==> src/rtl/mont_pkg.sv <==
// Shared types and constants for the bit-serial Montgomery multiplier.
package mont_pkg;

    typedef enum logic [2:0] {
        IDLE  = 3'd0,
        ITER1 = 3'd1,
        CORR1 = 3'd2,
        ITER2 = 3'd3,
        CORR2 = 3'd4
    } state_e;

    localparam logic MODE_MONT  = 1'b0;
    localparam logic MODE_PLAIN = 1'b1;

endpackage

==> src/rtl/mont_mult_seq_if.sv <==
// Request/response bundle for the Montgomery multiplier: start/done handshake plus operands.
interface mont_mult_seq_if #(parameter int WIDTH = 8);

    logic             start;
    logic             mode;
    logic [WIDTH-1:0] a;
    logic [WIDTH-1:0] b;
    logic [WIDTH-1:0] m;
    logic [WIDTH-1:0] r2;
    logic             busy;
    logic             done;
    logic [WIDTH-1:0] result;

    modport master (output start, mode, a, b, m, r2, input busy, done, result);
    modport slave  (input start, mode, a, b, m, r2, output busy, done, result);

endinterface

==> src/rtl/mont_step.sv <==
// One radix-2 Montgomery iteration: add y if the x bit is set, make even with m, halve.
module mont_step #(
    parameter int WIDTH = 8
) (
    input  logic [WIDTH+1:0] t_i,
    input  logic             x_bit_i,
    input  logic [WIDTH-1:0] y_i,
    input  logic [WIDTH-1:0] m_i,
    output logic [WIDTH+1:0] t_o
);

    // One spare bit so illegal operands cannot wrap before the shift.
    logic [WIDTH+2:0] t1;
    logic [WIDTH+2:0] t2;

    always_comb begin
        t1  = {1'b0, t_i} + (x_bit_i ? {3'b000, y_i} : '0);
        t2  = t1 + (t1[0] ? {3'b000, m_i} : '0);
        t_o = (WIDTH+2)'(t2 >> 1);
    end

endmodule

==> src/rtl/mont_mult_seq.sv <==
// Sequential Montgomery multiplier: one iteration per clock, optional second pass
// against R^2 mod m to return the plain modular product.
module mont_mult_seq
    import mont_pkg::*;
#(
    parameter  int WIDTH = 8,
    localparam int CNT_W = $clog2(WIDTH)
) (
    input  logic            clk,
    input  logic            rst_n,
    mont_mult_seq_if.slave  bus
);

    localparam logic [CNT_W-1:0] LAST = CNT_W'(WIDTH - 1);

    state_e             state_q, state_d;
    logic [CNT_W-1:0]   cnt_q, cnt_d;
    logic [WIDTH-1:0]   x_q, x_d;
    logic [WIDTH-1:0]   y_q, y_d;
    logic [WIDTH-1:0]   m_q, m_d;
    logic [WIDTH-1:0]   r2_q, r2_d;
    logic [WIDTH-1:0]   res_q, res_d;
    logic               mode_q, mode_d;
    logic               done_q, done_d;
    logic               busy_q, busy_d;
    logic [WIDTH+1:0]   t_q, t_d;
    logic [WIDTH+1:0]   t_step;
    logic [WIDTH+1:0]   t_corr;
    logic [WIDTH+1:0]   m_ext;

    mont_step #(.WIDTH(WIDTH)) u_step (
        .t_i     (t_q),
        .x_bit_i (x_q[0]),
        .y_i     (y_q),
        .m_i     (m_q),
        .t_o     (t_step)
    );

    // T < 2m holds after every pass, so one conditional subtract is enough.
    assign m_ext  = {2'b00, m_q};
    assign t_corr = (t_q >= m_ext) ? (t_q - m_ext) : t_q;

    assign bus.busy   = busy_q;
    assign bus.done   = done_q;
    assign bus.result = res_q;

    always_comb begin
        state_d = state_q;
        cnt_d   = cnt_q;
        x_d     = x_q;
        y_d     = y_q;
        m_d     = m_q;
        r2_d    = r2_q;
        res_d   = res_q;
        mode_d  = mode_q;
        t_d     = t_q;
        done_d  = 1'b0;
        // busy trails the state by one edge so it spans exactly up to the done cycle
        busy_d  = (state_q != IDLE);

        case (state_q)
            IDLE: begin
                // done_q marks the done cycle, where a new request is not yet taken
                if (bus.start && !done_q) begin
                    x_d     = bus.a;
                    y_d     = bus.b;
                    m_d     = bus.m;
                    r2_d    = bus.r2;
                    mode_d  = bus.mode;
                    t_d     = '0;
                    cnt_d   = '0;
                    state_d = ITER1;
                end
            end
            ITER1, ITER2: begin
                t_d   = t_step;
                x_d   = x_q >> 1;
                cnt_d = cnt_q + 1'b1;
                if (cnt_q == LAST) begin
                    cnt_d   = '0;
                    state_d = (state_q == ITER1) ? CORR1 : CORR2;
                end
            end
            CORR1: begin
                t_d = t_corr;
                if (mode_q == MODE_PLAIN) begin
                    x_d     = t_corr[WIDTH-1:0];
                    y_d     = r2_q;
                    t_d     = '0;
                    state_d = ITER2;
                end else begin
                    res_d   = t_corr[WIDTH-1:0];
                    done_d  = 1'b1;
                    state_d = IDLE;
                end
            end
            CORR2: begin
                t_d     = t_corr;
                res_d   = t_corr[WIDTH-1:0];
                done_d  = 1'b1;
                state_d = IDLE;
            end
            default: state_d = IDLE;
        endcase
    end

    always_ff @(posedge clk or negedge rst_n) begin
        if (!rst_n) begin
            state_q <= IDLE;
            cnt_q   <= '0;
            x_q     <= '0;
            y_q     <= '0;
            m_q     <= '0;
            r2_q    <= '0;
            res_q   <= '0;
            mode_q  <= MODE_MONT;
            t_q     <= '0;
            done_q  <= 1'b0;
            busy_q  <= 1'b0;
        end else begin
            state_q <= state_d;
            cnt_q   <= cnt_d;
            x_q     <= x_d;
            y_q     <= y_d;
            m_q     <= m_d;
            r2_q    <= r2_d;
            res_q   <= res_d;
            mode_q  <= mode_d;
            t_q     <= t_d;
            done_q  <= done_d;
            busy_q  <= busy_d;
        end
    end

endmodule

==> src/flat_wrapper.sv <==
// flat-port wrapper written by rule: the top's interface ports become plain ports
module mont_mult_seq_flat import mont_pkg::*;
#(
    parameter  int WIDTH = 8,
    localparam int CNT_W = $clog2(WIDTH)
)
  (clk, rst_n, bus_start, bus_mode, bus_a, bus_b, bus_m, bus_r2, bus_busy, bus_done, bus_result);
  mont_mult_seq_if #(.WIDTH(WIDTH)) bus_i ();
  input  logic clk;
  input  logic rst_n;
  input wire logic [$bits(bus_i.start)-1:0] bus_start;
  input wire logic [$bits(bus_i.mode)-1:0] bus_mode;
  input wire logic [$bits(bus_i.a)-1:0] bus_a;
  input wire logic [$bits(bus_i.b)-1:0] bus_b;
  input wire logic [$bits(bus_i.m)-1:0] bus_m;
  input wire logic [$bits(bus_i.r2)-1:0] bus_r2;
  output wire logic [$bits(bus_i.busy)-1:0] bus_busy;
  output wire logic [$bits(bus_i.done)-1:0] bus_done;
  output wire logic [$bits(bus_i.result)-1:0] bus_result;
  assign bus_i.start = bus_start;
  assign bus_i.mode = bus_mode;
  assign bus_i.a = bus_a;
  assign bus_i.b = bus_b;
  assign bus_i.m = bus_m;
  assign bus_i.r2 = bus_r2;
  assign bus_busy = bus_i.busy;
  assign bus_done = bus_i.done;
  assign bus_result = bus_i.result;
  mont_mult_seq #(.WIDTH(WIDTH)) u_core (.clk(clk), .rst_n(rst_n), .bus(bus_i));
endmodule
==> config.mk <==
export PLATFORM = sky130hd
export DESIGN_NAME = mont_mult_seq_flat
export DESIGN_NICKNAME = d
export VERILOG_FILES = /design/src/rtl/mont_pkg.sv /design/src/rtl/mont_mult_seq_if.sv /design/src/rtl/mont_step.sv /design/src/rtl/mont_mult_seq.sv /design/src/flat_wrapper.sv
export SDC_FILE = /design/constraint.sdc
export NUM_CORES = 1
export LEC_CHECK = 0
export BUFFER_PORTS_ARGS = -buffer_cell sky130_fd_sc_hd__buf_2
export CORE_MARGIN = 1
export CORE_UTILIZATION = 35
export DETAILED_ROUTE_END_ITERATION = 7
export PLACE_DENSITY = 0.51
export SLEW_MARGIN = 20
export SYNTH_ARGS = -nofsm -noshare
export SYNTH_HDL_FRONTEND = slang
export SYNTH_SLANG_ARGS = --single-unit
==> constraint.sdc <==
create_clock -name clk -period 6.3 [get_ports clk]
set_input_delay 1.26 -clock clk [delete_from_list [all_inputs] [get_ports clk]]
set_output_delay 1.26 -clock clk [all_outputs]
set_load 0.005 [all_outputs]
==> metrics.yaml, run 1 <==
outcome: "complete, no violations"
die_area_um2: 11300
clock_tree.htree_level_count: 3
route.detailed.drc: 0
timing.clock.skew_ns: 0.00969
worstSetupPathDepth: 14
last_weighted_congestion_value_of_the_routability_driven_placer: 0.862
max_slew_margin_pct: 37.2
fillCellCount: 1065
dp.cells: 566
postSynthNetCount: 462
tritoncts: "built"
post_synth_inst_count: 396
fp-row-count: 37
routed_via_density: 5.26
grt_remaining_overflow: 0
cts-buffers-inserted: 9
drv_cap: 0
drtPass1Iterations: 5
post_synth_main_area_contributors: "dfrtp_1, ha_1, mux2_2, o21ai_0, nand2_1"
coreArea_um2: 10400
worstSetupPathType: "reg -> reg"
syn_area_per_cell_um2: 9.60
reg_to_reg_startpoint: "u_core.x_q[0]$_DFFE_PN0P_"
hp-class: "reg -> reg"
detail_route.iter0.violations: 122
rsz0062_at_grt: "false"
antenna_found_initial: 0
finalCriticalPeriod_ns: 3.12
fin_crit_sh_pct: 49.5
path_delay_family: "adder cells"
routed-via-count: 3062
crit_slowest_cell: "dfrtp_1"
timing.critical_path.slowest_cell_delay_ns: 0.44
ir_drop_uv: 221
ys_seq_area_share_pct: 38.9
worstPathMaxFanout: 9
path_buf_inv: 0
globalRouteTotalUtil_pct: 17.2
synthFlopType: "dfrtp_1"
net_count_of_the_finished_layout: 507
synth_seq_cells: 59
p_leak_uw: 0.00203
critical_path.startpoint: "u_core.x_q[0]$_DFFE_PN0P_"
grt_pass1_vias: 2882
area_growth_syn_to_fin_pct: 13.8
cell_pwr_density_nw_per_um2: 587
io_pins: 46
cp_cell_sequence: "and2_1 -> ha_1 -> fa_1 -> a21oi_1 -> nor2b_1 -> a311oi_1 -> xnor2_1 -> ha_1 -> nor2_1 -> nor2_1 -> a31oi_1 -> nor3_2 -> xor2_1 -> o221ai_1"
timing.final.max_slew_violations: 0
postCtsHoldBufs: 0
diodes: 0
final_setup_violation_count: 0
yosys_warnings: 0
netlist-cell-type-count: 53
grt_pass1_wl_mm: 14.9
crit_path_end_kind: "register"
floorplan.initialDensity_pct: 36.5
cts_sinks: 59
cts.repair.resized: 0
critical_path_arrival_ns: 3.31
timing.fmax_ghz: 0.321
grt_start_max_net_pins: 60
bufs_on_longest_clock_path: 2
worst-slew-pin-transition_ns: 0.940
synthDominantAreaCellType: "dfrtp_1"
async_reset_ff_share_pct: 100
detail_route.wirelength_mm: 9.07
drive_gt1_share_pct: 20.6
synth_enable_flop_cells: 0
final_cell_mix: "dfrtp_1, buf_2, nand2_1"
die_y_um: 106
setup_tns_ns: 0
worst_r2r_path_depth: 14
r2r_slack_ns: 3.18
worst_setup_path_endpoint: "u_core.t_q[8]$_DFFE_PN0P_"
post_cts.repair.setup_buffers: 0
crit_required_ns: 6.49
dpl.hpwl_mm: 6.94
mostFrequentLayoutCell: "dfrtp_1"
clk_transition_reported_paths_ns: 0.07
place.port_buffers: 45
die_x_um: 106
avgRoutedWirePerCell_um: 15.6
report.final.hold_viol_count: 0
hold_path.startpoint: "u_core.bus.result[6]$_DFFE_PN0P_"
nature_of_the_critical_path_startpoint: "register"
ctsRootBufferMaster: "clkbuf_8"
number_of_non_filler_instances_in_the_completed_layout: 582
clk_latency_ns: 0.34
synth.top_cell.area_share_pct: 38.9
synth_area_um2: 3800
worst_r2r_endpoint: "u_core.t_q[8]$_DFFE_PN0P_"
route.antenna.remaining_nets: 0
==> state kept, by name, summed over array words and instances (netlist names) <==
| register | cells |
|---|---|
| u_core.t_q | 10 |
| u_core.bus.result | 8 |
| u_core.m_q | 8 |
| u_core.r2_q | 8 |
| u_core.x_q | 8 |
| u_core.y_q | 8 |
| u_core.cnt_q | 3 |
| u_core.state_q | 3 |
| u_core.bus.busy | 1 |
| u_core.bus.done | 1 |
| u_core.mode_q | 1 |
==> worst min-delay path by stage <==
stage,end,depth (start not counted)
floorplan,u_core.y_q[0]$_DFFE_PN0P_,2
global placement,u_core.bus.result[1]$_DFFE_PN0P_,2
detailed placement,u_core.y_q[1]$_DFFE_PN0P_,2
CTS,u_core.y_q[1]$_DFFE_PN0P_,2
global route,u_core.bus.result[3]$_DFFE_PN0P_,1
finish,u_core.bus.result[6]$_DFFE_PN0P_,2
==> per-stage QoR <==
stage	setup WS [ns]	power (uW)	cell area (um^2)	hold slack, ns	util [%]
2_1_floorplan	3.42	1850	3800	0.442	-
3_3_place_gp	3.20	2210	4150	0.459	39.9
3_5_place_dp	3.12	2240	4150	0.465	39.9
4_1_cts	3.18	2560	4320	0.481	41.5
5_1_grt	2.89	2780	4320	0.493	41.5
6_report	3.18	2540	4320	0.474	41.5
==> synth_stat cells, drive strengths merged, types with 2 or more instances <==
cell	number
a211oi	5
a21boi	2
a21o	7
a21oi	20
a221o	5
a222oi	3
a22oi	4
and2	19
and3	2
and4	2
buf	5
clkbuf	9
dfrtp	59
fa	3
ha	27
inv	15
mux2	21
mux2i	13
nand2	35
nand3	4
nor2	33
nor2b	9
nor3	7
o211ai	3
o21a	2
o21ai	36
o21bai	2
o221ai	3
o31ai	4
or2	3
or3	2
xnor2	13
xor2	5
==> tightest hold or removal path, stage by stage (launching register included) <==
cell and delay, ns:
dfrtp_1 0.34, nand2_1 0.04, o21ai_0 0.06
==> metal layers <==
metal  GRT usage, %  up-vias  share of wire (%)
met4           3.97        0               0.62
li1               -     1515                  -
met5              0        -                  0
met1           25.1     1469                 50
met2           25.6       74                 45
met3           3.86        4                4.3
==> layout make-up <==
class                      instances  area, um^2  area share, %
inverter                          16        60.1           1.39
clock buffer                      12         145           3.36
tap                              136         170           3.94
timing repair buffer              48         248           5.73
multi-input combinational        307        2200           50.8
sequential                        59        1480           34.1
clock inverter                     4        26.3          0.608
==> power by group <==
group          switching (uW)  total (uW)  internal, uW  leakage, uW
Combinational             849        1540           693      0.00122
Sequential                132         690           557     0.000729
Clock                     153         306           153    0.0000863
==> cell families (layout without fill, tap and decap cells) <==
family / Yosys count / in the layout / synth area share [%]
flops: 59 / 59 / 38.9
simple gates: 121 / 121 / 15.4
buf+inv: 30 / 80 / 3.29
xor+xnor: 18 / 18 / 4.15
mux: 34 / 34 / 9.65
compound gates: 104 / 104 / 18.1
fa+ha+maj: 30 / 30 / 10.5
Note: power is estimated with default switching activity, not from simulation.
==> run 2: changes to the inputs <==
PLACE_DENSITY = 0.52   (was 0.51)
clock period = 2.8 ns   (was 6.3 ns; I/O delays follow)
==> run 2 against run 1 <==
  * Highest routed layer unchanged
  * Global-route usage grew 0.91 points
  * Utilization grew 3.6 points
  * Worst setup slack lost 3.3 ns
  * The flow now finishes with violations (negative setup slack)
  * Worst hold slack lost 0.32 ns
==> metrics.yaml, run 2 (synthesis gave the netlist of run 1 again) <==
grt_pass1_wl_mm: 15.6  # +4.7%
drv_cap: 0  # unchanged
r2r_slack_ns: -0.08  # -3.26 ns
finalCoreUtilization_pct: 45.1  # +3.6 points
routed_via_density: 5.20  # -1.2%
power.switching_fraction_pct: 42.6  # -2.1 points
routed-via-count: 3172  # +3.6%
timing.clock.skew_ns: 0.0132  # +0.00348 ns
tritoncts: "built"
final_cell_mix: "dfrtp_1, buf_2, nand2_1"
report.final.hold_viol_count: 0  # unchanged
clk_latency_ns: 0.35  # about the same
timing.critical_path.mode_cell: "a21oi_2"
path_delay_family: "compound AO/OA/AOI/OAI gates"
route.antenna.remaining_nets: 0  # unchanged
crit_path_end_kind: "register"
drtPass1Iterations: 4  # -1
path_buf_inv: 0  # unchanged
dpl.hpwl_mm: 7.30  # +5.1%
outcome: "finished with violations"
worst-slew-pin-transition_ns: 0.685  # -0.254 ns
crit_slowest_cell: "dfrtp_1"
power.switching_uw: 2850  # +150%
cellInternalPower_uw: 3850  # +170%
grt_pass1_vias: 3124  # +8.4%
cts-buffers-inserted: 9  # unchanged
postCtsHoldBufs: 0  # unchanged
floorplan.initialDensity_pct: 36.5  # unchanged
grt_start_max_net_pins: 27  # -55%
diodes: 0  # unchanged
p_leak_uw: 0.00220  # +8.0%
clock_tree.htree_level_count: 3  # unchanged
bufs_on_longest_clock_path: 2  # unchanged
clock_power_share_pct: 11.7  # -0.4 points
coreArea_um2: 10400  # unchanged
detail_route.iter0.violations: 118  # -3.3%
failed_checks: "negative setup slack"
critical_path_arrival_ns: 3.13  # -0.18 ns
min_setup_slack_post_route_ns: -0.0758  # -3.26 ns
final_setup_violation_count: 1  # +1
seq_power_share_pct: 23.2  # -4.0 points
ir_drop_uv: 565  # +160%
worstPathMaxFanout: 3  # -6
die_y_um: 106  # unchanged
place.port_buffers: 45  # unchanged
area_growth_syn_to_fin_pct: 23.7
clk_transition_reported_paths_ns: 0.08  # about the same
grt_remaining_overflow: 0  # unchanged
comb_power_share_pct: 65.2  # +4.4 points
fp-row-count: 37  # unchanged
avgRoutedWirePerCell_um: 15.7  # +0.96%
stdcell_area_um2: 4700  # +8.7%
detail_route.wirelength_mm: 9.60  # +5.8%
drive_gt1_share_pct: 30.2  # +9.5 points
ctsRootBufferMaster: "clkbuf_8"
largest_reg_flops: 10  # unchanged
crit_required_ns: 3.06  # -3.43 ns
antenna_found_initial: 0  # unchanged
dpl-instance-area_um2: 4340  # +4.6%
nature_of_the_critical_path_startpoint: "register"
fin_crit_sh_pct: 103  # +53 points
io_pins: 46  # unchanged
finalCriticalPeriod_ns: 2.88  # -0.243 ns
hp-class: "in -> async"
last_weighted_congestion_value_of_the_routability_driven_placer: 0.842  # -2.3%
mostFrequentLayoutCell: "dfrtp_1"
worstSetupPathDepth: 14  # unchanged
timing.fmax_ghz: 0.348  # +8.4%
worst_r2r_path_depth: 14  # unchanged
timing.critical_path.slowest_cell_delay_ns: 0.38  # -0.06 ns
cp_cell_sequence: "and2_1 -> ha_2 -> fa_2 -> a21oi_2 -> nor2b_2 -> nor2_1 -> xnor2_1 -> ha_1 -> a21oi_2 -> o211ai_1 -> a31oi_1 -> nor3_2 -> xor2_1 -> o221ai_1"
largest-register: "u_core.t_q"
cts_sinks: 59  # unchanged
max_slew_margin_pct: 54.0  # +17 points
timing.final.max_slew_violations: 0  # unchanged
worstSetupPathType: "reg -> reg"
cell_pwr_density_nw_per_um2: 1430  # +140%
min_hold_slack_ns: 0.154  # -0.320 ns
net_count_of_the_finished_layout: 535  # +5.5%
die_x_um: 106  # unchanged
route.detailed.drc: 0  # unchanged
die_area_um2: 11300  # unchanged
rsz0062_at_grt: "true"
globalRouteTotalUtil_pct: 18.1  # +0.91 points
## run 2: cell types whose count changed in the layout (fill, tap and decap cells not counted), sizes merged
cell,delta
buf,+28
clkinvlp,-1
clkbuf,-1
clkinv,+1
bufinv,+1
## run 2: cell type report
class                   count  area, um^2
fillers                  1016        5710
flip-flops and latches     59        1480
multi-input cells         307        2340
repair buffers             76         465
clock buffers              11         131
clock inverters             5        53.8
well taps                 136         170
inverters                  16        60.1
## run 2: repair_timing
| item | CTS | global route |
|---|---|---|
| buffers inserted | 0 | 4 |
| setup endpoints to repair | 6 | 19 |
| gates resized for setup | 9 | 22 |
| pin swaps | 2 | 14 |
## run 2: path summary, 6_finish.rpt
check / startpoint / endpoint
min in group clk: bus_m[4] / u_core.m_q[4]$_DFFE_PN0P_
min reg2reg: u_core.bus.result[6]$_DFFE_PN0P_ / u_core.bus.result[6]$_DFFE_PN0P_
max in group asynchronous: rst_n / u_core.y_q[4]$_DFFE_PN0P_
min: rst_n / u_core.bus.result[7]$_DFFE_PN0P_
max reg2reg: u_core.x_q[0]$_DFFE_PN0P_ / u_core.t_q[8]$_DFFE_PN0P_
max: u_core.x_q[0]$_DFFE_PN0P_ / u_core.t_q[8]$_DFFE_PN0P_
## run 2: power groups by stage
stage,logic [uW],clock network [uW],registers [uW]
floorplan,2710,0,1460
global placement,3830,0,1550
detailed placement,3880,0,1560
CTS,3970,802,1540
global route,4880,830,1610
finish,4370,781,1550
## run 2: stage by stage
stage	power (uW)	setup TNS [ns]	setup WS (ns)	std cells
floorplan	4170	0	0.00145	396
global placement	5380	-0.327	-0.0989	591
detailed placement	5430	-0.488	-0.141	591
CTS	6320	-0.0829	-0.0829	607
global route	7310	-0.547	-0.257	610
finish	6700	-0.0758	-0.0758	610
## run 2: per-layer routing
metal	global-route usage (%)	routed length, um	up-vias
met5	0	0	-
li1	-	-	1577
met1	24.7	4740	1516
met4	5.75	155	0
met2	28.7	4310	64
met3	3.56	388	15
==> run 3: changes to the inputs <==
REMOVE_ABC_BUFFERS = 1   (was unset)
==> run 3 against run 2 <==
  * The flow still finishes with violations (negative setup slack)
  * Design area increased by 3.0%
  * Global-route usage up 0.64 points
  * Critical path depth did not move
  * Combinational power rose by 3%
  * Register-to-register slack hardly changed
  * Worst hold slack better by 0.046 ns
  * Flip-flop and latch count unchanged
  * Via count increased by 1.1%
  * Largest power group unchanged
  * Highest routed layer unchanged
==> metrics.yaml, run 3 (synthesis gave the netlist of run 1 again) <==
outcome: "finished with violations"
failed_checks: "negative setup slack"
crit_path_end_kind: "register"
tritoncts: "built"
number_of_non_filler_instances_in_the_completed_layout: 619  # +1.5%
power.switching_uw: 2880  # +1.1%
area_growth_syn_to_fin_pct: 27.5
die_y_um: 106  # unchanged
avgRoutedWirePerCell_um: 15.8  # +0.43%
io_pins: 46  # unchanged
mostFrequentLayoutCell: "dfrtp_1"
fillCellCount: 1055  # +3.8%
floorplan.initialDensity_pct: 36.5  # unchanged
routed_via_density: 5.18  # -0.37%
worstSetupPathType: "reg -> reg"
net_count_of_the_finished_layout: 545  # +1.9%
antenna_found_initial: 0  # unchanged
cell_pwr_density_nw_per_um2: 1420  # -0.64%
max_slew_margin_pct: 50.5  # -3.5 points
grt_pass1_vias: 3183  # +1.9%
setup_tns_ns: -0.247  # -0.171 ns
ctsRootBufferMaster: "clkbuf_8"
last_weighted_congestion_value_of_the_routability_driven_placer: 0.840  # -0.32%
largest_reg_flops: 10  # unchanged
fin_crit_sh_pct: 103  # about the same
nature_of_the_critical_path_startpoint: "register"
timing.critical_path.slowest_cell_delay_ns: 0.38  # about the same
clock_power_share_pct: 11.5  # -0.2 points
clk_latency_ns: 0.35  # about the same
min_setup_slack_post_route_ns: -0.0762  # -0.000309 ns
grt_remaining_overflow: 0  # unchanged
crit_slowest_cell: "dfrtp_1"
diodes: 0  # unchanged
timing.clock.skew_ns: 0.0111  # -0.00205 ns
timing.critical_path.mode_cell: "a21oi_2"
cts_sinks: 59  # unchanged
die_x_um: 106  # unchanged
cts-buffers-inserted: 9  # unchanged
hp-class: "in -> async"
timing.fmax_ghz: 0.348  # about the same
dp.cells: 592  # +0.17%
drv_cap: 0  # unchanged
p_leak_uw: 0.00225  # +2.5%
seq_power_share_pct: 23.1  # about the same
globalRouteTotalUtil_pct: 18.7  # +0.64 points
post-layout-total-power_uw: 6860  # +2.4%
grt_start_max_net_pins: 38  # +41%
comb_power_share_pct: 65.4  # +0.2 points
dpl.hpwl_mm: 7.21  # -1.2%
finalCriticalPeriod_ns: 2.88  # +0.000309 ns
detail_route.wirelength_mm: 9.79  # +1.9%
fp-row-count: 37  # unchanged
critical_path_arrival_ns: 3.13  # about the same
largest-register: "u_core.t_q"
bufs_on_longest_clock_path: 2  # unchanged
power.switching_fraction_pct: 42.0  # -0.53 points
timing.final.max_slew_violations: 0  # unchanged
worst-slew-pin-transition_ns: 0.743  # +0.0575 ns
drtPass1Iterations: 4  # unchanged
crit_required_ns: 3.06  # about the same
route.detailed.drc: 0  # unchanged
final_setup_violation_count: 5  # +4
route.antenna.remaining_nets: 0  # unchanged
cellInternalPower_uw: 3980  # +3.3%
rsz0062_at_grt: "true"
coreArea_um2: 10400  # unchanged
postCtsHoldBufs: 0  # unchanged
cp_cell_sequence: "and2_4 -> ha_4 -> fa_2 -> a21oi_2 -> nor2b_2 -> nor2_1 -> xnor2_1 -> ha_1 -> a21oi_2 -> o211ai_1 -> a31oi_1 -> nor3_2 -> xor2_1 -> o221ai_1"
routed-via-count: 3207  # +1.1%
drive_gt1_share_pct: 33.5  # +3.4 points
report.final.hold_viol_count: 0  # unchanged
ir_drop_uv: 551  # -2.5%
clk_transition_reported_paths_ns: 0.08  # about the same
detail_route.iter0.violations: 122  # +3.4%
final_cell_mix: "dfrtp_1, buf_2, buf_4"
worstPathMaxFanout: 3  # unchanged
place.port_buffers: 45  # unchanged
grt_pass1_wl_mm: 16.2  # +3.9%
die_area_um2: 11300  # unchanged
clock_tree.htree_level_count: 3  # unchanged
==> run 3: cell types whose count changed in the layout (fill, tap and decap cells not counted), sizes merged <==
cell / change
clkinvlp: +3
clkbuf: -2
inv: +1
clkinv: -3
buf: +10
==> run 3: repair_timing <==
action / CTS / global route
buffers inserted: 1 / 11
endpoints found under the setup margin: 7 / 15
cloned: 0 / 0
pin swaps: 10 / 29
resized for setup: 20 / 27
==> run 3: path summary, 6_finish.rpt <==
kind	start	to	slack (ns)	depth (start not counted)
min	rst_n	u_core.t_q[4]$_DFFE_PN0P_	0.20	1
max reg2reg	u_core.y_q[0]$_DFFE_PN0P_	u_core.t_q[8]$_DFFE_PN0P_	-0.08	14
min in group clk	bus_m[6]	u_core.m_q[6]$_DFFE_PN0P_	0.44	2
min reg2reg	u_core.bus.result[6]$_DFFE_PN0P_	u_core.bus.result[6]$_DFFE_PN0P_	0.47	2
max in group asynchronous	rst_n	u_core.t_q[0]$_DFFE_PN0P_	1.96	2
max	u_core.y_q[0]$_DFFE_PN0P_	u_core.t_q[8]$_DFFE_PN0P_	-0.08	14
==> run 3: cell type report <==
cell class              instances  area, um^2  area share, %
clock buffers                   9         124           2.56
clock inverters                 6        66.3           1.37
flip-flops and latches         59        1480           30.5
well taps                     136         170           3.51
multi-input cells             307        2390           49.3
inverters                      16        60.1           1.24
repair buffers                 86         557           11.5
==> run 3: per-layer routing <==
layer	track usage (%)	up-vias	wire, um
met4	5.36	0	167
met1	24.6	1550	4430
met3	3.19	14	274
met5	0	-	0
met2	31.5	59	4920
li1	-	1584	-
==> run 3: worst max-delay path, delay by kind of cell, from the launching register on <==
family	cells	cell delay, ns
and+or+nand+nor	4	0.42
DFF	1	0.38
xor gates and xnor gates	2	0.32
AOI/OAI and AO/OA	5	0.85
adders and majority gates	3	0.81
==> run 3: power by group through the flow <==
stage	Sequential [uW]	Combinational, uW	Clock (uW)
CTS	1570	4090	812
finish	1590	4490	789
detailed placement	1570	3840	0
floorplan	1480	2630	0
global route	1630	5030	840
global placement	1560	3790	0
==> run 3: metrics by stage <==
stage | hold WS [ns] | util, % | cell area [um^2] | worst slack (ns)
5_1_grt | 0.243 | 46.5 | 4840 | -0.317
3_5_place_dp | 0.461 | 41.9 | 4360 | -0.120
6_report | 0.200 | 46.5 | 4840 | -0.0762
3_3_place_gp | 0.456 | 41.9 | 4360 | -0.0981
2_1_floorplan | 0.264 | - | 3730 | -0.0819
4_1_cts | 0.219 | 44.8 | 4670 | -0.0993
